[config.mk]
export PLATFORM = sky130hd
export DESIGN_NAME = reg_writeback_arbiter_flat
export DESIGN_NICKNAME = d
export VERILOG_FILES = /design/src/rtl/cpu_pkg.sv /design/src/rtl/reg_writeback_arbiter_if.sv /design/src/rtl/wb_ldq_fifo.sv /design/src/rtl/reg_writeback_arbiter.sv /design/src/flat_wrapper.sv
export SDC_FILE = /design/constraint.sdc
export NUM_CORES = 1
export LEC_CHECK = 0
export BUFFER_PORTS_ARGS = -buffer_cell sky130_fd_sc_hd__buf_2
export CELL_PAD_IN_SITES_DETAIL_PLACEMENT = 0
export CELL_PAD_IN_SITES_GLOBAL_PLACEMENT = 1
export CORE_ASPECT_RATIO = 1.2
export CORE_MARGIN = 1
export CORE_UTILIZATION = 45
export DETAILED_ROUTE_END_ITERATION = 16
export HOLD_SLACK_MARGIN = 0.1
export MAX_ROUTING_LAYER = met4
export PLACE_DENSITY_LB_ADDON = 0.1
export SKIP_CTS_REPAIR_TIMING = 1
export SYNTH_ARGS = -nofsm -noshare
export SYNTH_HDL_FRONTEND = slang
export SYNTH_SLANG_ARGS = --single-unit
[constraint.sdc]
create_clock -name clk -period 7.95 [get_ports clk]
set_input_delay 1.9875 -clock clk [delete_from_list [all_inputs] [get_ports clk]]
set_output_delay 1.9875 -clock clk [all_outputs]
set_load 0.01 [all_outputs]
[src/rtl/cpu_pkg.sv]
`default_nettype none
// +----------------------------------------------------------------------------+
// | cpu_pkg: shared register-file widths and the write-back request record      |
// | Revision: 1.0                                                               |
// +----------------------------------------------------------------------------+
package cpu_pkg;

   localparam int REG_ADDR_W = 5;
   localparam int DATA_W     = 32;
   localparam int NUM_REGS   = 32;

   typedef struct packed {
      logic [REG_ADDR_W-1:0] rd;
      logic [DATA_W-1:0]     dat;
   } wb_req_t;

   // r0 is hard-wired zero, so a write to it is never a real write.
   function automatic logic wb_enable(input logic [REG_ADDR_W-1:0] rd);
      return rd != '0;
   endfunction

endpackage
`default_nettype wire

[src/rtl/reg_writeback_arbiter_if.sv]
`default_nettype none
// +----------------------------------------------------------------------------+
// | reg_writeback_arbiter_if: ALU/load write-back bus; forwarding under WB_FWD_EN|
// | Revision: 1.0                                                               |
// +----------------------------------------------------------------------------+
interface reg_writeback_arbiter_if;
   import cpu_pkg::*;

   logic                  alu_valid;
   logic [REG_ADDR_W-1:0] alu_reg;
   logic [DATA_W-1:0]     alu_dat;
   logic                  alu_hold;
   logic                  ld_valid;
   logic                  ld_ready;
   logic [REG_ADDR_W-1:0] ld_reg;
   logic [DATA_W-1:0]     ld_dat;
   logic                  ld_issue;
   logic [REG_ADDR_W-1:0] ld_issue_reg;
   logic                  RegWrite;
   logic [REG_ADDR_W-1:0] regW;
   logic [DATA_W-1:0]     Wdat;
   logic [NUM_REGS-1:0]   pending;
`ifdef WB_FWD_EN
   logic [REG_ADDR_W-1:0] rdA;
   logic [REG_ADDR_W-1:0] rdB;
   logic                  fwdA_hit;
   logic                  fwdB_hit;
   logic [DATA_W-1:0]     fwdA_dat;
   logic [DATA_W-1:0]     fwdB_dat;
`endif

   modport master (
      output alu_valid, alu_reg, alu_dat, ld_valid, ld_reg, ld_dat, ld_issue, ld_issue_reg,
`ifdef WB_FWD_EN
      output rdA, rdB,
      input  fwdA_hit, fwdB_hit, fwdA_dat, fwdB_dat,
`endif
      input  alu_hold, ld_ready, RegWrite, regW, Wdat, pending
   );

   modport slave (
      input  alu_valid, alu_reg, alu_dat, ld_valid, ld_reg, ld_dat, ld_issue, ld_issue_reg,
`ifdef WB_FWD_EN
      input  rdA, rdB,
      output fwdA_hit, fwdB_hit, fwdA_dat, fwdB_dat,
`endif
      output alu_hold, ld_ready, RegWrite, regW, Wdat, pending
   );

endinterface
`default_nettype wire

[src/rtl/wb_ldq_fifo.sv]
`default_nettype none
// +----------------------------------------------------------------------------+
// | wb_ldq_fifo: DEPTH-entry load-result queue (power-of-2 depth, >=2)          |
// | Revision: 1.0                                                               |
// +----------------------------------------------------------------------------+
module wb_ldq_fifo
   import cpu_pkg::*;
#(
   parameter  int DEPTH = 2,
   localparam int PTR_W = $clog2(DEPTH),
   localparam int CNT_W = $clog2(DEPTH + 1)
) (
   input  logic             clk,
   input  logic             rst,
   input  logic             push,
   input  wb_req_t          push_data,
   input  logic             pop,
   output wb_req_t          head,
   output logic             full,
   output logic             empty,
   output logic [CNT_W-1:0] count
);

   wb_req_t          mem_q [DEPTH];
   wb_req_t          mem_d [DEPTH];
   logic [PTR_W-1:0] wr_ptr_q, wr_ptr_d;
   logic [PTR_W-1:0] rd_ptr_q, rd_ptr_d;
   logic [CNT_W-1:0] count_q, count_d;
   logic             do_push, do_pop;

   assign full    = (count_q == CNT_W'(DEPTH));
   assign empty   = (count_q == '0);
   assign count   = count_q;
   assign head    = mem_q[rd_ptr_q];
   assign do_push = push && !full;
   assign do_pop  = pop && !empty;

   always_comb begin
      mem_d    = mem_q;
      wr_ptr_d = wr_ptr_q;
      rd_ptr_d = rd_ptr_q;
      count_d  = count_q;
      if (do_push) begin
         mem_d[wr_ptr_q] = push_data;
         wr_ptr_d        = wr_ptr_q + PTR_W'(1);
      end
      if (do_pop) begin
         rd_ptr_d = rd_ptr_q + PTR_W'(1);
      end
      case ({do_push, do_pop})
         2'b10:   count_d = count_q + CNT_W'(1);
         2'b01:   count_d = count_q - CNT_W'(1);
         default: count_d = count_q;
      endcase
   end

   always_ff @(posedge clk or posedge rst) begin
      if (rst) begin
         wr_ptr_q <= '0;
         rd_ptr_q <= '0;
         count_q  <= '0;
      end else begin
         wr_ptr_q <= wr_ptr_d;
         rd_ptr_q <= rd_ptr_d;
         count_q  <= count_d;
      end
   end

   // Payload needs no reset: only entries between the pointers are ever read.
   always_ff @(posedge clk) begin
      mem_q <= mem_d;
   end

endmodule
`default_nettype wire

[src/rtl/reg_writeback_arbiter.sv]
`default_nettype none
// +----------------------------------------------------------------------------+
// | reg_writeback_arbiter: merges ALU and queued load results onto the regfile  |
// | write port; WB_FWD_EN adds a two-port bypass of the committing write.       |
// | Revision: 1.0                                                               |
// +----------------------------------------------------------------------------+
module reg_writeback_arbiter
   import cpu_pkg::*;
#(
   parameter int LDQ_DEPTH = 2,
   parameter int MAX_WAIT  = 4
) (
   input  logic                    clk,
   input  logic                    rst,
   reg_writeback_arbiter_if.slave  bus
);

   localparam int WAIT_W = $clog2(MAX_WAIT + 1);
   localparam int CNT_W  = $clog2(LDQ_DEPTH + 1);

   logic [WAIT_W-1:0]     wait_cnt_q, wait_cnt_d;
   logic                  alu_hold_q, alu_hold_d;
   logic                  reg_write_q, reg_write_d;
   logic [REG_ADDR_W-1:0] reg_w_q, reg_w_d;
   logic [DATA_W-1:0]     wdat_q, wdat_d;
   logic [NUM_REGS-1:0]   pending_q, pending_d;

   wb_req_t               ld_req, ldq_head;
   logic                  ldq_push, ldq_pop, ldq_full, ldq_empty;
   logic [CNT_W-1:0]      ldq_count;
   logic                  drain_slot, alu_take, ldq_bypass;

   assign ld_req.rd  = bus.ld_reg;
   assign ld_req.dat = bus.ld_dat;

   wb_ldq_fifo #(.DEPTH(LDQ_DEPTH)) u_ldq (
      .clk       (clk),
      .rst       (rst),
      .push      (ldq_push),
      .push_data (ld_req),
      .pop       (ldq_pop),
      .head      (ldq_head),
      .full      (ldq_full),
      .empty     (ldq_empty),
      .count     (ldq_count)
   );

   // The head has been bypassed MAX_WAIT times: this cycle belongs to the queue.
   assign drain_slot = (wait_cnt_q == WAIT_W'(MAX_WAIT));
   assign alu_take   = bus.alu_valid && !drain_slot;
   assign ldq_pop    = !ldq_empty && !alu_take;
   assign ldq_bypass = !ldq_empty && !ldq_pop;
   assign ldq_push   = bus.ld_valid && !ldq_full;

   always_comb begin
      wait_cnt_d  = ldq_bypass ? wait_cnt_q + WAIT_W'(1) : '0;
      alu_hold_d  = ldq_bypass && (wait_cnt_q == WAIT_W'(MAX_WAIT - 2));
      reg_write_d = 1'b0;
      reg_w_d     = reg_w_q;
      wdat_d      = wdat_q;
      pending_d   = pending_q;
      if (alu_take) begin
         reg_write_d = wb_enable(bus.alu_reg);
         reg_w_d     = bus.alu_reg;
         wdat_d      = bus.alu_dat;
      end else if (ldq_pop) begin
         reg_write_d             = wb_enable(ldq_head.rd);
         reg_w_d                 = ldq_head.rd;
         wdat_d                  = ldq_head.dat;
         pending_d[ldq_head.rd]  = 1'b0;
      end
      // Applied after the clear so a fresh issue to the same register survives.
      if (bus.ld_issue && wb_enable(bus.ld_issue_reg)) begin
         pending_d[bus.ld_issue_reg] = 1'b1;
      end
   end

   always_ff @(posedge clk or posedge rst) begin
      if (rst) begin
         wait_cnt_q  <= '0;
         alu_hold_q  <= 1'b0;
         reg_write_q <= 1'b0;
         reg_w_q     <= '0;
         wdat_q      <= '0;
         pending_q   <= '0;
      end else begin
         wait_cnt_q  <= wait_cnt_d;
         alu_hold_q  <= alu_hold_d;
         reg_write_q <= reg_write_d;
         reg_w_q     <= reg_w_d;
         wdat_q      <= wdat_d;
         pending_q   <= pending_d;
      end
   end

   assign bus.alu_hold = alu_hold_q;
   assign bus.ld_ready = !ldq_full;
   assign bus.RegWrite = reg_write_q;
   assign bus.regW     = reg_w_q;
   assign bus.Wdat     = wdat_q;
   assign bus.pending  = pending_q;

`ifdef WB_FWD_EN
   assign bus.fwdA_hit = reg_write_q && (reg_w_q == bus.rdA) && wb_enable(bus.rdA);
   assign bus.fwdB_hit = reg_write_q && (reg_w_q == bus.rdB) && wb_enable(bus.rdB);
   assign bus.fwdA_dat = wdat_q;
   assign bus.fwdB_dat = wdat_q;
`endif

`ifndef SYNTHESIS
   always @(posedge clk) begin
      if (!rst) begin
         if (bus.alu_valid && drain_slot)
            $error("alu_valid during load drain slot: ALU result dropped");
         if (alu_take && wb_enable(bus.alu_reg) && pending_q[bus.alu_reg])
            $error("ALU write to r%0d with a load outstanding", bus.alu_reg);
         if (ldq_count > CNT_W'(LDQ_DEPTH))
            $error("load queue occupancy out of range");
      end
   end
`endif

endmodule
`default_nettype wire
[src/flat_wrapper.sv]
// flat-port wrapper written by rule: the top's interface ports become plain ports
module reg_writeback_arbiter_flat import cpu_pkg::*;
#(
   parameter int LDQ_DEPTH = 2,
   parameter int MAX_WAIT  = 4
)
  (clk, rst, bus_alu_valid, bus_alu_reg, bus_alu_dat, bus_ld_valid, bus_ld_reg, bus_ld_dat, bus_ld_issue, bus_ld_issue_reg, bus_alu_hold, bus_ld_ready, bus_RegWrite, bus_regW, bus_Wdat, bus_pending);
  reg_writeback_arbiter_if bus_i ();
  input  logic clk;
  input  logic rst;
  input wire logic [$bits(bus_i.alu_valid)-1:0] bus_alu_valid;
  input wire logic [$bits(bus_i.alu_reg)-1:0] bus_alu_reg;
  input wire logic [$bits(bus_i.alu_dat)-1:0] bus_alu_dat;
  input wire logic [$bits(bus_i.ld_valid)-1:0] bus_ld_valid;
  input wire logic [$bits(bus_i.ld_reg)-1:0] bus_ld_reg;
  input wire logic [$bits(bus_i.ld_dat)-1:0] bus_ld_dat;
  input wire logic [$bits(bus_i.ld_issue)-1:0] bus_ld_issue;
  input wire logic [$bits(bus_i.ld_issue_reg)-1:0] bus_ld_issue_reg;
  output wire logic [$bits(bus_i.alu_hold)-1:0] bus_alu_hold;
  output wire logic [$bits(bus_i.ld_ready)-1:0] bus_ld_ready;
  output wire logic [$bits(bus_i.RegWrite)-1:0] bus_RegWrite;
  output wire logic [$bits(bus_i.regW)-1:0] bus_regW;
  output wire logic [$bits(bus_i.Wdat)-1:0] bus_Wdat;
  output wire logic [$bits(bus_i.pending)-1:0] bus_pending;
  assign bus_i.alu_valid = bus_alu_valid;
  assign bus_i.alu_reg = bus_alu_reg;
  assign bus_i.alu_dat = bus_alu_dat;
  assign bus_i.ld_valid = bus_ld_valid;
  assign bus_i.ld_reg = bus_ld_reg;
  assign bus_i.ld_dat = bus_ld_dat;
  assign bus_i.ld_issue = bus_ld_issue;
  assign bus_i.ld_issue_reg = bus_ld_issue_reg;
  assign bus_alu_hold = bus_i.alu_hold;
  assign bus_ld_ready = bus_i.ld_ready;
  assign bus_RegWrite = bus_i.RegWrite;
  assign bus_regW = bus_i.regW;
  assign bus_Wdat = bus_i.Wdat;
  assign bus_pending = bus_i.pending;
  reg_writeback_arbiter #(.LDQ_DEPTH(LDQ_DEPTH), .MAX_WAIT(MAX_WAIT)) u_core (.clk(clk), .rst(rst), .bus(bus_i));
endmodule
==> impl_metrics.json <==
{
  "status": "completed",
  "power_switching_share": 0.3369,
  "grt_pass1_wl_um": 21450,
  "gp_congestion": 0.8015,
  "pwr_density_cell_nw_per_um2": 383.9,
  "tightest_slew_ns": 1.093,
  "vdd_drop_max_mv": 0.1770,
  "ant_nets": 0,
  "hold_end": "u_core.wait_cnt_q[0]",
  "synth_top_area_cell": "edfxtp_1",
  "synth_warnings": 0,
  "min_path_type": "reg2reg",
  "seqPwrFrac": 0.422,
  "finalNetCount": 734,
  "dp_slack_ns": 4.190,
  "crit_path_end_kind": "flip-flop",
  "dpl_cell_area_um2": 7010,
  "avgRoutedWirePerCell_um": 16.52,
  "worst-path-max-fanout": 73,
  "required_ns": 8.24,
  "drtIter0Drc": 170,
  "cts.clk_slew.worst_paths_ns": 0.06,
  "intPower_mw": 1.941,
  "fin_crit_sh": 0.4199,
  "start_util": 0.4618,
  "path_class": "in2reg",
  "synth.distinct_cells": 37,
  "worstSkewPairLatency_ns": 0.42,
  "nFillCells": 1127,
  "path_cells": "buf_2, a21boi_4, buf_4, or4b_1, o21ai_1, o21ai_0",
  "worst_path_max_delay_cell": "or4b_1",
  "grt_max_degree": 79,
  "placementRows": 46,
  "hp-start": "u_core.wait_cnt_q[0]",
  "worst_clock_skew_ns": 0.008462,
  "slowest_delay_ns": 0.77,
  "rsz0062_at_grt": "false",
  "area_delta_synth_final_pct": 25.24,
  "fin_hold_ws_ns": 0.4635,
  "finalHoldViolations": 0,
  "dpl.cell_count": 795,
  "cp.arrival_ns": 3.62,
  "synthArstFlopShare": 0.5132,
  "fin_area_um2": 7624,
  "firstDrtPassIters": 5,
  "total_power_mw": 2.926,
  "worst_r2r_startpoint": "u_core.wait_cnt_q[0]",
  "grt_pass1_vias": 4324,
  "ys.flop_type": "dfrtp_1",
  "drv_cap": 0,
  "grt_antenna_before_repair": 0,
  "port_buffers": 155,
  "cts.sinks": 152,
  "grt_overflow": 0,
  "vias": 4355,
  "fin_crit_ns": 3.338,
  "synth_edf_count": 74,
  "synth.avg_cell_area_um2": 12.35,
  "yosysTopAreaCellShare": 0.3651,
  "grt.total_usage": 0.2135,
  "drc": 0,
  "start_kind": "primary input",
  "cts_buffers": 17,
  "finalWirelength_um": 13660,
  "n_antenna_cell": 0,
  "final_critical_path_setup_slack_ns": 4.612,
  "final_cells": 827,
  "synthesis.nets": 581,
  "p_leak_nw": 3.279,
  "via_per_inst": 5.266,
  "layout_commonest_cell": "buf_2",
  "hold_depth": 1,
  "synth_seq_cells": 152,
  "power.share.clock": 0.282,
  "synth_area_um2": 6087,
  "cts_root_buffer": "clkbuf_16",
  "rrSetupSlack_ns": 5.65,
  "slew_viol_final": 0,
  "die_h_um": 129.4,
  "die_width_um": 108.2,
  "yosys-top-cells-area": "edfxtp_1 37%, dfrtp_1 32%, o21ai_0 6.0%",
  "timing.rr.end": "u_core.bus.pending[17]",
  "drive_gt1_frac": 0.3096,
  "synth_cells": 493,
  "place_hpwl_um": 9216,
  "power_frac_comb": 0.296,
  "pin_count": 156,
  "htree_levels": 4,
  "utilization": 0.5784,
  "tritoncts": "yes",
  "core_um2": 13180,
  "die-area_um2": 14000,
  "fmax_mhz": 299.6,
  "mostFrequentLayoutCells": "155 x buf_2, 77 x dfrtp_1, 74 x edfxtp_1, 73 x o21ai_0, 44 x nor2_1",
  "switchingPower_mw": 0.9858,
  "clock_path_buffers": 2,
  "yosysSeqAreaShare": 0.6857,
  "setup-tns-final_ns": 0,
  "setup_viol": 0,
  "maxSlewHeadroom": 0.2695,
  "worst_r2r_path_depth": 7
}
==> cell type report <==
type                            instances  area, µm²  share of cell area
Clock buffer                           18      439.2             0.05761
Clock inverter                         14      173.9             0.02281
Inverter                                3      12.51            0.001641
Multi-Input combinational cell        313       1807              0.2370
Sequential cell                       152       4175              0.5477
Tap cell                              168      210.2             0.02757
Timing Repair Buffer                  159      805.8              0.1057
==> power by group through the flow <==
stage / registers, mW / clock network (mW) / logic, mW
3_3_place_gp: 1.24 / 0 / 0.864
5_1_grt: 1.27 / 0.870 / 0.976
3_5_place_dp: 1.25 / 0 / 0.883
6_report: 1.23 / 0.825 / 0.867
2_1_floorplan: 1.28 / 0 / 0.522
4_1_cts: 1.24 / 0.837 / 0.886
==> cell usage after synthesis, drive strengths merged, types with 3 or more instances <==
library cell,number
or4,3
nor2b,3
nand2,42
inv,3
nand2b,3
nor2,46
xnor2,4
nand3,9
dfrtp,78
buf,14
edfxtp,74
o21ai,102
ha,4
nor3b,3
mux2i,37
clkbuf,11
a21oi,37
==> how the worst max path moves through the flow <==
stage                              from                endpoint  slack, ns  cells past startpoint
after floorplan            bus_ld_valid  u_core.u_ldq.mem_q[37]       3.87                      2
after global placement    bus_alu_valid  u_core.bus.pending[17]       4.23                      6
after detailed placement  bus_alu_valid  u_core.bus.pending[17]       4.19                      6
after CTS                 bus_alu_valid  u_core.bus.pending[19]       4.63                      6
after global routing      bus_alu_valid  u_core.bus.pending[19]       4.50                      6
final                     bus_alu_valid  u_core.bus.pending[17]       4.61                      6
==> sequential cells by signal, indices dropped and copies added (netlist names) <==
name and flops:
u_core.bus.alu_hold 1, u_core.bus.pending 32, u_core.u_ldq.rd_ptr_q 1, u_core.bus.regW 5, u_core.bus.Wdat 32, u_core.u_ldq.mem_q 74
u_core.wait_cnt_q 3, u_core.bus.RegWrite 1, u_core.u_ldq.wr_ptr_q 1, u_core.u_ldq.count 2
==> routing by layer <==
| layer | share of wire | track usage | up-vias |
|---|---|---|---|
| met3 | 0.048 | 0.05030 | 27 |
| met5 | 0 | - | - |
| met2 | 0.54 | 0.3706 | 141 |
| met1 | 0.39 | 0.2327 | 2103 |
| met4 | 0.027 | 0.09106 | 0 |
| li1 | - | - | 2084 |
==> critical path: cells and delay by family <==
| kind | cells | cell delay (ns) |
|---|---|---|
| buffers and inverters | 2 | 0.42 |
| AO/OA/AOI/OAI | 3 | 0.42 |
| AND/OR/NAND/NOR | 1 | 0.77 |
==> cells by family (layout without fill, tap and decap cells) <==
kind of cell	after synthesis	in the layout	synth area share
compound gates	145	145	0.1221
xor+xnor	6	6	0.008633
fa+ha+maj	4	4	0.008222
buf+inv	28	194	0.02199
flops	152	152	0.6857
mux	39	39	0.06578
simple gates	119	119	0.08756
Power figures use the tool's default switching activity.
